===== src/rtl/enc_pkg.sv =====
// enc_pkg: shared sizing defaults and the round-robin first-set search
package enc_pkg;

    localparam int ENC_N_DEFAULT = 8;
    localparam int ENC_W_DEFAULT = 3;

    // Returns {found, index}: first set bit of vec[n-1:0] scanning from ptr upward with wrap; n is a power of two <= 32
    function automatic logic [5:0] rr_first(input logic [31:0] vec, input logic [4:0] ptr, input int n);
        logic       found;
        logic [4:0] idx;
        logic [4:0] j;
        found = 1'b0;
        idx   = '0;
        for (int i = 0; i < 32; i++) begin
            j = 5'(ptr + 5'(i)) & 5'(n - 1);
            if (i < n && !found && vec[j]) begin
                found = 1'b1;
                idx   = j;
            end
        end
        return {found, idx};
    endfunction

endpackage


===== src/rtl/decoder.sv =====
// decoder: 3-to-8 one-hot decoder with enable
module decoder (
    input  logic [2:0] S,
    input  logic       Enable,
    output logic [7:0] Y
);

    assign Y = Enable ? (8'b1 << S) : 8'b0;

endmodule


===== src/rtl/rr_priority_encoder.sv =====
// rr_priority_encoder: round-robin priority encoder with registered index, valid/ready handshake and one-hot Grant.
// Define RR_ENC_FIXED_PRIO_EN to tie the search pointer to 0 (fixed lowest-index priority, no pointer register).
module rr_priority_encoder
    import enc_pkg::*;
#(
    parameter int N = ENC_N_DEFAULT
) (
    input  logic                 clk,
    input  logic                 rst,
    input  logic                 Enable,
    input  logic [N-1:0]         R,
    output logic [$clog2(N)-1:0] O,
    output logic                 Valid,
    input  logic                 Ready,
    output logic [N-1:0]         Grant
);

    localparam int W = $clog2(N);

    logic [W-1:0] O_q, O_d;
    logic         Valid_q, Valid_d;
    logic [W-1:0] ptr;
    logic         accept, free, load;
    logic [N-1:0] rm;
    logic [5:0]   sel;
    logic [W-1:0] idx;

    assign accept = Valid_q & Ready;
    assign free   = ~Valid_q | accept;
    // The granted requester is still high during its accept cycle, so its bit is masked out of the search
    assign rm     = R & ~(accept ? (N'(1) << O_q) : '0);
    assign sel    = rr_first(32'(rm), 5'(ptr), N);
    assign idx    = sel[W-1:0];
    assign load   = free & Enable & sel[5];

    if (W < 5) begin : g_unused
        logic unused_hi;
        assign unused_hi = |sel[4:W];
    end

    // Next output state: load a new index, or drop Valid on an accept with nothing to load
    always_comb begin
        O_d     = load ? idx : O_q;
        Valid_d = load | (Valid_q & ~accept);
    end

    // Output register
    always_ff @(posedge clk) begin
        if (rst) begin
            O_q     <= '0;
            Valid_q <= 1'b0;
        end else begin
            O_q     <= O_d;
            Valid_q <= Valid_d;
        end
    end

`ifdef RR_ENC_FIXED_PRIO_EN
    assign ptr = '0;
`else
    logic [W-1:0] ptr_q, ptr_d;

    // Pointer advances past the index just loaded
    always_comb begin
        ptr_d = load ? W'(idx + W'(1)) : ptr_q;
    end

    // Round-robin pointer register
    always_ff @(posedge clk) begin
        if (rst) ptr_q <= '0;
        else     ptr_q <= ptr_d;
    end

    assign ptr = ptr_q;
`endif

    if (N == 8) begin : g_dec
        decoder u_dec (
            .S      (O_q),
            .Enable (accept),
            .Y      (Grant)
        );
    end else begin : g_onehot
        assign Grant = accept ? (N'(1) << O_q) : '0;
    end

    assign O     = O_q;
    assign Valid = Valid_q;

endmodule


===== config.mk =====
export PLATFORM = sky130hd
export DESIGN_NAME = rr_priority_encoder
export DESIGN_NICKNAME = d
export VERILOG_FILES = /design/src/rtl/enc_pkg.sv /design/src/rtl/decoder.sv /design/src/rtl/rr_priority_encoder.sv
export SDC_FILE = /design/constraint.sdc
export NUM_CORES = 1
export LEC_CHECK = 0
export BUFFER_PORTS_ARGS = -buffer_cell sky130_fd_sc_hd__buf_2
export CAP_MARGIN = 20
export CORE_AREA = 8 8 65 67
export CTS_BUF_LIST = sky130_fd_sc_hd__clkbuf_2
export DETAILED_ROUTE_END_ITERATION = 12
export DIE_AREA = 0 0 73 75
export PLACE_DENSITY = 0.77
export SLEW_MARGIN = 0
export SYNTH_ARGS = -nofsm -noshare
export SYNTH_HDL_FRONTEND = slang
export SYNTH_HIERARCHICAL = 1
export SYNTH_SLANG_ARGS = --single-unit
export TNS_END_PERCENT = 30

===== constraint.sdc =====
create_clock -name clk -period 3.2 [get_ports clk]
set_input_delay 0.16 -clock clk [delete_from_list [all_inputs] [get_ports clk]]
set_output_delay 0.16 -clock clk [all_outputs]
set_load 0.01 [all_outputs]

==> metrics.cfg, run 1 <==
[place]
post-place-ws_ns = 0.0371
dp_hpwl_um = 4300
io_buffers = 23
gp_congestion = 1.05

[cells_and_area]
layout-drive-gt1-share_pct = 46.6
antenna_cells = 0
final_cell_mix = buf_4, buf_2, mux2i_1
final_common_cell = buf_4
areaGrowthSynthToFinish_pct = 26.1
nNetsFinal = 239

[logic_synthesis]
ys_seq_area_share_pct = 8.41
ys_types = 62
synth_edf_count = 0
synth_nets = 195
ys_top_cells_by_area = mux4_2, mux2i_1, dfxtp_1
yosys_warnings = 6
netlist_area_sq_um = 1670
ys_ff_latch = 7
synth_area_leader_cell = mux4_2
avgSynthCellArea_sq_um = 9.26
synthCells = 180
async_flop_share_pct = 0
yosysTopAreaCellShare_pct = 20.3
synthFlopType = dfxtp_1

[worst_setup_path]
critPathRequiredTime_ns = 3.34
cp_slowest_cell = mux4_2
reg2reg_slack_ns = 0.07
crit_start = O[0]
cp_top_family = compound AO/OA/AOI/OAI gates
r2r-end = ptr[2]
path_cells = nand2_1, buf_4, o21a_1, mux4_2, o221a_4, a21o_1, a221oi_2, a211oi_2, ha_1, nor4b_1, a211o_1
critical_path.max_fanout = 12
critical_path_arrival_ns = 3.26
timing.critical_path.buf_inv = 1
crit_path_max_incr_delay_ns = 0.51
path_class = reg2reg
reg2reg_depth = 11
startpoint_type = flop
rr_startpoint = O[0]
worstSetupEndpointType = flop

[sta]
hold_viol = 0
postLayoutSetupSlackWorst_ns = 0.0725
min_period_over_period_pct = 97.7
max_slew.worst_pin.slew_ns = 0.404
period_needed_ns = 3.13
setup_violations = 0
drv_slew = 0
max_slew_margin_pct = 73.0
fmax_ghz = 0.320
clock_skew_ns = 0.00947

[power]
power.total_w = 0.00165
powerDensity_nw_per_um2 = 787
ir_drop_mv = 0.351
p_leak_nw = 0.807

[clock_network]
cts_buffers = 3
cts_tree = built
cts.sinks = 7
clk_latency_ns = 0.25
path_clk_slew_ns = 0.08
clock_path_buffers = 2
ctsRootBufferMaster = clkbuf_2
htreeDepth = 1

[route]
vias_per_cell = 7.04
firstDrtPassIters = 5
vias = 1893
drc = 0
drtIter0Drc = 178
wirelength_um = 5690
ant_nets = 0
wl_per_cell_um = 21.1

[grt]
gr-total-overflow = 0
grt_max_degree = 16
grt_antenna_before_repair = 0
grt_pass1_vias = 1818
track_usage_pct = 20.3
grt_pass1_wl_um = 8820

[job]
maxCapViolCount = 0

[floorplanning]
die_h_um = 75
start_util_pct = 51.6
core_area_sq_um = 3230
rows = 21
dieArea_sq_um = 5480
fp.dieW_um = 73
io_pins = 24

[min_path]
hold_end = O[0]
min_path_type = in2reg
hp-start = rst
worst_hold_path.num_cells = 2

[outcome]
status = complete, no violations

[metrics by stage]
step	TNS (ns)	instance area (sq um)	util, %	hold slack [ns]	std cells
after detailed placement	0	1990	61.4	0.442	263
after CTS	0	2010	62.1	0.185	267
final	0	2100	65.0	0.181	269
after global placement	0	1990	61.4	0.433	263
after global routing	-0.0628	2100	65.0	0.179	269
after floorplan	0	1680	-	0.312	180
[registers in the layout, indices dropped and copies added (netlist names)]
| signal | cells |
|---|---|
| Valid | 1 |
| ptr | 3 |
| O | 3 |
[timing repair]
item	CTS	global route
setup buffers	0	2
hold buffers	0	0
resized for setup	0	20
endpoints found under the hold margin	0	0
endpoints found under the setup margin	0	3
[how the worst max path moves through the flow]
| stage | endpoint | slack, ns | depth (start not counted) |
|---|---|---|---|
| 6_report | ptr[2] | 0.07 | 11 |
| 5_1_grt | ptr[2] | -0.06 | 11 |
| 4_1_cts | ptr[2] | 0.03 | 10 |
| 3_5_place_dp | ptr[2] | 0.04 | 10 |
| 3_3_place_gp | ptr[2] | 0.09 | 11 |
| 2_1_floorplan | ptr[2] | 0.02 | 12 |
[per-layer routing]
metal / up-vias / global-route usage, % / routed length, um
li1: 839 / - / -
met1: 894 / 23.4 / 2110
met2: 133 / 35.0 / 2830
met3: 27 / 6.52 / 566
met4: 0 / 6.00 / 180
met5: - / 0 / 0
[cells by family after synthesis]
kind of cell	synth area share, %
XOR/XNOR	1.05
adder cells (fa/ha/maj)	2.25
AND/OR/NAND/NOR	19.6
flip-flops	8.41
AO/OA/AOI/OAI	32.1
buffers and inverters	4.73
multiplexers	31.8
[synth_stat cells, types with 2 or more instances]
master	count
mux2i_1	17
mux4_2	15
nand2_1	10
dfxtp_1	7
o2111ai_1	7
buf_2	6
nor2_1	6
o21a_1	6
a21oi_1	5
nor3_1	5
o211ai_1	5
o21ai_0	5
o21ai_1	5
a221oi_1	4
nand2b_1	4
nand3_1	4
a211oi_1	3
and2_1	3
buf_1	3
ha_1	3
inv_1	3
o31a_1	3
a21boi_0	2
a21o_1	2
and4b_1	2
and4b_2	2
and4bb_1	2
clkbuf_1	2
clkinv_1	2
mux2_2	2
nand3b_1	2
o21bai_1	2
o31ai_1	2
[area by class of cell]
type / instances / area [sq um]
clock buffers: 4 / 20.0
multi-input cells: 155 / 1520
fillers: 243 / 1130
flip-flops and latches: 7 / 146
well taps: 46 / 57.6
repair buffers: 51 / 325
inverters: 6 / 27.5
[where the power goes]
| part | total, W | switching (W) | internal [W] |
|---|---|---|---|
| clock network | 0.0000707 | 0.0000375 | 0.0000332 |
| logic | 0.00143 | 0.000764 | 0.000662 |
| registers | 0.000156 | 0.0000422 | 0.000114 |
Power figures use the tool's default switching activity.
==> run 2: changes to the inputs <==
- CORE_AREA: 8 8 65 67 -> 8 8 71 73
- CTS_CLUSTER_DIAMETER: not set -> 100
- DIE_AREA: 0 0 73 75 -> 0 0 79 81
- HOLD_SLACK_MARGIN: not set -> 0.05
- PLACE_DENSITY: 0.77 -> not set
==> run 2 against run 1 <==
  * Flip-flop and latch count did not move
  * Largest cell class unchanged
  * Total power shrank 1.3%
  * Sequential share of layout area shrank 0.099 points
  * Die area increased by 17%
  * Register-to-register slack improved by 0.08 ns
  * Worst hold slack gained 0.0024 ns
  * Worst setup slack improved by 0.080 ns
  * Cell count is 1.1% higher
  * Via count down 5.2%
  * Critical endpoint unchanged
==> metrics.cfg, run 2 (same netlist as run 1, synthesis figures left out) <==
[route]
wirelength_um = 5480  ; -3.6%
vias = 1794  ; -5.2%
drc = 0  ; unchanged
drtIter0Drc = 134  ; -25%
vias_per_cell = 6.60  ; -6.3%
firstDrtPassIters = 4  ; -1
ant_nets = 0  ; unchanged
wl_per_cell_um = 20.1  ; -4.7%

[grt]
grt_max_degree = 22  ; +6
grt_pass1_wl_um = 9120  ; +3.4%
track_usage_pct = 17.5  ; -2.8 points
gr-total-overflow = 0  ; unchanged
grt_antenna_before_repair = 0  ; unchanged
grt_pass1_vias = 1875  ; +3.1%

[worst_setup_path]
critical_path_arrival_ns = 3.19  ; -0.07 ns
startpoint_type = flop
worstSetupEndpointType = flop
critical_path.max_fanout = 8  ; -4
critPathRequiredTime_ns = 3.34  ; about the same
path_class = reg2reg

[cells_and_area]
fin_cells = 272  ; +1.1%
multi_input_area_sq_um = 1520  ; about the same
final_core_utilization_pct = 53.5  ; -11 points
nNetsFinal = 238  ; -0.42%
layout-drive-gt1-share_pct = 45.9  ; -0.69 points
seqCellArea_sq_um = 144  ; -1.7%
final_cell_mix = buf_4, buf_2, mux2i_1
final_common_cell = buf_4
antenna_cells = 0  ; unchanged
nFillCells = 374  ; +54%
areaGrowthSynthToFinish_pct = 25.7

[floorplanning]
fp.dieW_um = 79  ; +8.2%
rows = 23  ; +9.5%
core_area_sq_um = 3910  ; +21%
io_pins = 24  ; unchanged
start_util_pct = 42.6  ; -9.0 points
die_h_um = 81  ; +8.0%
dieArea_sq_um = 6400  ; +17%

[sta]
max_slew_margin_pct = 69.2  ; -3.9 points
fmax_ghz = 0.328  ; +2.6%
clock_skew_ns = 0.00141  ; -0.00805 ns
max_slew.worst_pin.slew_ns = 0.462  ; +0.0577 ns
setup_violations = 0  ; unchanged
min_period_over_period_pct = 95.2  ; -2.5 points
period_needed_ns = 3.05  ; -0.0803 ns
drv_slew = 0  ; unchanged
hold_viol = 0  ; unchanged

[clock_network]
ctsRootBufferMaster = clkbuf_2
clk_latency_ns = 0.24  ; about the same
clock_path_buffers = 2  ; unchanged
cts.sinks = 7  ; unchanged
path_clk_slew_ns = 0.08  ; about the same
cts_buffers = 3  ; unchanged
htreeDepth = 1  ; unchanged
cts_tree = built

[place]
dpl.cell_count = 267  ; +1.5%
gp_congestion = 0.975  ; -7.4%
dp_hpwl_um = 4390  ; +2.2%
io_buffers = 23  ; unchanged

[power]
power.switching_w = 0.000816  ; -3.3%
p_seq_share_pct = 9.0  ; -0.4 points
switching_share_pct = 50.0  ; -1.0 points
internal_power_w = 0.000815  ; +0.78%
power.total_w = 0.00163  ; -1.3%
p_comb_share_pct = 86.7  ; +0.4 points
p_leak_nw = 0.806  ; -0.21%
power_frac_clock_pct = 4.3  ; about the same
ir_drop_mv = 0.419  ; +19%
powerDensity_nw_per_um2 = 779  ; -0.98%

[min_path]
min_path_type = in2reg

[outcome]
status = complete, no violations

[job]
maxCapViolCount = 0  ; unchanged

## run 2: metal layers
metal,up-vias,GRT usage (%),part of all wire (%)
li1,842,-,-
met2,82,30.6,51
met3,7,3.42,7.4
met1,863,20.6,40
met4,0,6.67,1.1
met5,-,0,0
## run 2: power by group through the flow
stage / logic (W) / clock network, W / registers [W]
floorplan: 0.000945 / 0 / 0.000138
global placement: 0.00132 / 0 / 0.000140
detailed placement: 0.00133 / 0 / 0.000142
CTS: 0.00133 / 0.0000726 / 0.000140
global route: 0.00154 / 0.0000811 / 0.000151
finish: 0.00141 / 0.0000696 / 0.000148
## run 2: repair_timing
item                                    in CTS  in global routing
endpoints found under the setup margin       0                  5
hold buffers                                 0                  0
resized for setup                            0                 17
buffers inserted                             0                  1
## run 2: final timing paths
path	from	to	slack, ns	cells after the start
worst min-delay path	rst	ptr[1]	0.18	2
worst max register to register	ptr[0]	ptr[2]	0.15	13
worst max-delay path	ptr[0]	ptr[2]	0.15	13
worst min register to register	ptr[0]	ptr[0]	0.72	3
## run 2: worst max-delay path, cell delays in order, from the launching register on
cell and delay [ns]:
dfxtp_1 0.34, buf_4 0.17, ha_1 0.25, xnor2_2 0.25
buf_4 0.21, o211ai_1 0.11, o2111ai_1 0.15, nand4_1 0.23
o31a_1 0.29, o2111ai_1 0.17, nand3_1 0.14, ha_1 0.21
nor4b_1 0.14, a211o_1 0.27
## run 2: per-stage QoR
stage / hold slack (ns) / setup TNS, ns / worst slack [ns] / instance area, sq um
after global routing: 0.164 / -0.00255 / -0.00255 / 2090
after global placement: 0.432 / 0 / 0.0580 / 1990
after CTS: 0.173 / 0 / 0.0140 / 2010
final: 0.184 / 0 / 0.153 / 2090
after detailed placement: 0.441 / 0 / 0.0379 / 1990
after floorplan: 0.312 / 0 / 0.0215 / 1680
## run 2: final cells by class
type / instances / share of cell area, %
clock buffer: 4 / 0.956
inverter: 6 / 1.31
multi-input combinational: 155 / 72.7
sequential: 7 / 6.87
tap: 50 / 2.99
timing repair buffer: 50 / 15.2
==> run 3: changes to the inputs <==
- CORE_AREA: 8 8 71 73 -> 8 8 70 72
- DIE_AREA: 0 0 79 81 -> 0 0 78 80
- PLACE_DENSITY: not set -> 0.67
==> run 3 against run 2 <==
  * The run now ends with setup timing left
  * Sequential power barely moved
  * Critical path depth fell by 1
  * Fmax fell by 5.5%
  * Sequential share of layout area fell by 0.094 points
  * Via count rose by 2.4%
  * Flip-flop and latch count did not move
  * Die area fell by 2.5%
  * Count of clock-buffer cells in the layout did not move
  * Cell area rose by 2.3%
  * Clock skew rose by 0.0037 ns
  * Routed wire length fell by 2.8%
  * Worst hold slack improved by 0.016 ns
==> metrics.cfg, run 3 (same netlist as run 1, synthesis figures left out) <==
[route]
wl_per_cell_um = 19.3  ; -4.2%
drtIter0Drc = 114  ; -15%
vias = 1837  ; +2.4%
vias_per_cell = 6.66  ; +0.91%
drc = 0  ; unchanged
wirelength_um = 5330  ; -2.8%
ant_nets = 0  ; unchanged
firstDrtPassIters = 4  ; unchanged

[floorplanning]
io_pins = 24  ; unchanged
start_util_pct = 43.2  ; +0.64 points
rows = 23  ; unchanged
die_h_um = 80  ; -1.2%
core_area_sq_um = 3860  ; -1.5%
fp.dieW_um = 78  ; -1.3%
dieArea_sq_um = 6240  ; -2.5%

[sta]
setup_tns_ns = -0.0236  ; -0.0236 ns
postLayoutSetupSlackWorst_ns = -0.0236  ; -0.176 ns
hold_viol = 0  ; unchanged
drv_slew = 0  ; unchanged
max_slew_margin_pct = 71.7  ; +2.5 points
fmax_ghz = 0.310  ; -5.5%
period_needed_ns = 3.22  ; +0.176 ns
hold_slack_ns = 0.200  ; +0.0161 ns
max_slew.worst_pin.slew_ns = 0.424  ; -0.0376 ns
clock_skew_ns = 0.00512  ; +0.00371 ns
setup_violations = 1  ; +1
min_period_over_period_pct = 101  ; +5.5 points

[outcome]
violations = setup timing
status = finished with violations

[clock_network]
clk_latency_ns = 0.24  ; about the same
ctsHoldBuffers = 0  ; unchanged
cts.sinks = 7  ; unchanged
path_clk_slew_ns = 0.08  ; about the same
htreeDepth = 1  ; unchanged
cts_buffers = 3  ; unchanged
ctsRootBufferMaster = clkbuf_2
cts_tree = built
clock_path_buffers = 2  ; unchanged

[place]
gp_congestion = 0.932  ; -4.4%
io_buffers = 23  ; unchanged
dpl.cell_count = 263  ; -1.5%
dp_hpwl_um = 3950  ; -10%
place_area_sq_um = 1960  ; -1.5%

[cells_and_area]
nNetsFinal = 242  ; +1.7%
nFillCells = 355  ; -5.1%
fin_cells = 276  ; +1.5%
final_cell_mix = buf_4, buf_2, mux2i_1, mux4_2, nand2_1
final_core_utilization_pct = 55.5  ; +2.0 points
layout-drive-gt1-share_pct = 49.6  ; +3.6 points
stdcell_area_sq_um = 2140  ; +2.3%
final_common_cell = buf_4
areaGrowthSynthToFinish_pct = 28.5
antenna_cells = 0  ; unchanged

[grt]
use_met3_pct = 3.04  ; -0.38 points
use_met2_pct = 25.8  ; -4.8 points
track_usage_pct = 15.7  ; -1.8 points
grt_pass1_vias = 1698  ; -9.4%
grt_max_degree = 27  ; +23%
gr-total-overflow = 0  ; unchanged
gr-max-usage-layer = met2
gr-usage-met1_pct = 19.8  ; -0.82 points
grt_antenna_before_repair = 0  ; unchanged
grt_pass1_wl_um = 8130  ; -11%

[worst_setup_path]
startpoint_type = flop
crit_path_max_incr_delay_ns = 0.54  ; +0.20 ns
path_cells = nand3b_1, buf_6, o31ai_4, buf_6, mux2i_2, mux4_2, o21bai_1, a22oi_1, a211oi_2, ha_2, nor3_1, a211o_1
worstSetupEndpointType = flop
critical_path_arrival_ns = 3.36  ; +0.17 ns
cp_slowest_cell = mux4_2
critical_path.max_fanout = 6  ; -2
path_class = reg2reg
critPathRequiredTime_ns = 3.33  ; about the same
crit_top_cell = buf_6

[job]
maxCapViolCount = 0  ; unchanged

[power]
ir_drop_mv = 0.345  ; -18%
p_leak_nw = 0.827  ; +2.7%
powerDensity_nw_per_um2 = 784  ; +0.57%

[min_path]
min_path_type = in2reg

[run 3: cell types whose count changed in the layout (fill, tap and decap cells not counted), sizes merged]
cell  change
buf       +4
[run 3: what timing repair did]
item | 4_1_cts | 5_1_grt
pin swaps | 1 | 11
gates resized for setup | 1 | 25
endpoints found under the setup margin | 1 | 4
setup buffers | 1 | 8
cloned | 0 | 0
[run 3: per-stage QoR]
step,setup WS [ns],total power (W)
2_1_floorplan,0.0215,0.00108
3_3_place_gp,-0.0158,0.00144
3_5_place_dp,-0.0613,0.00144
4_1_cts,0.0116,0.00152
5_1_grt,-0.134,0.00179
6_report,-0.0236,0.00168
[run 3: report_power, final]
part / switching, W / internal (W)
combinational: 0.000757 / 0.000705
clock: 0.0000348 / 0.0000332
sequential: 0.0000357 / 0.000113
total: 0.000828 / 0.000851
[run 3: worst max-delay path: cells and delay by family, from the launching register on]
family          cells  cell delay, ns
mux                 2            0.62
fa+ha+maj           1            0.23
flops               1            0.33
buf+inv             2            0.38
simple gates        2            0.35
compound gates      5            1.19
[run 3: layout make-up]
class                           instances  area, sq um  share of cell area (%)
Clock buffer                            4         20.0                   0.935
Inverter                                6         27.5                    1.29
Multi-Input combinational cell        155         1530                    71.5
Sequential cell                         7          145                    6.78
Tap cell                               50         62.6                    2.92
Timing Repair Buffer                   54          355                    16.6
[run 3: routing by layer]
layer	routed length [um]	share of wire, %
met4	112	2.1
met2	2540	48
met3	457	8.6
met5	0	0
met1	2210	42
[run 3: worst paths after layout]
path	cells past startpoint	start	to	slack, ns
max reg2reg	12	O[1]	ptr[2]	-0.02
max	12	O[1]	ptr[2]	-0.02
min reg2reg	2	O[2]	O[2]	0.58
min	2	rst	ptr[1]	0.20
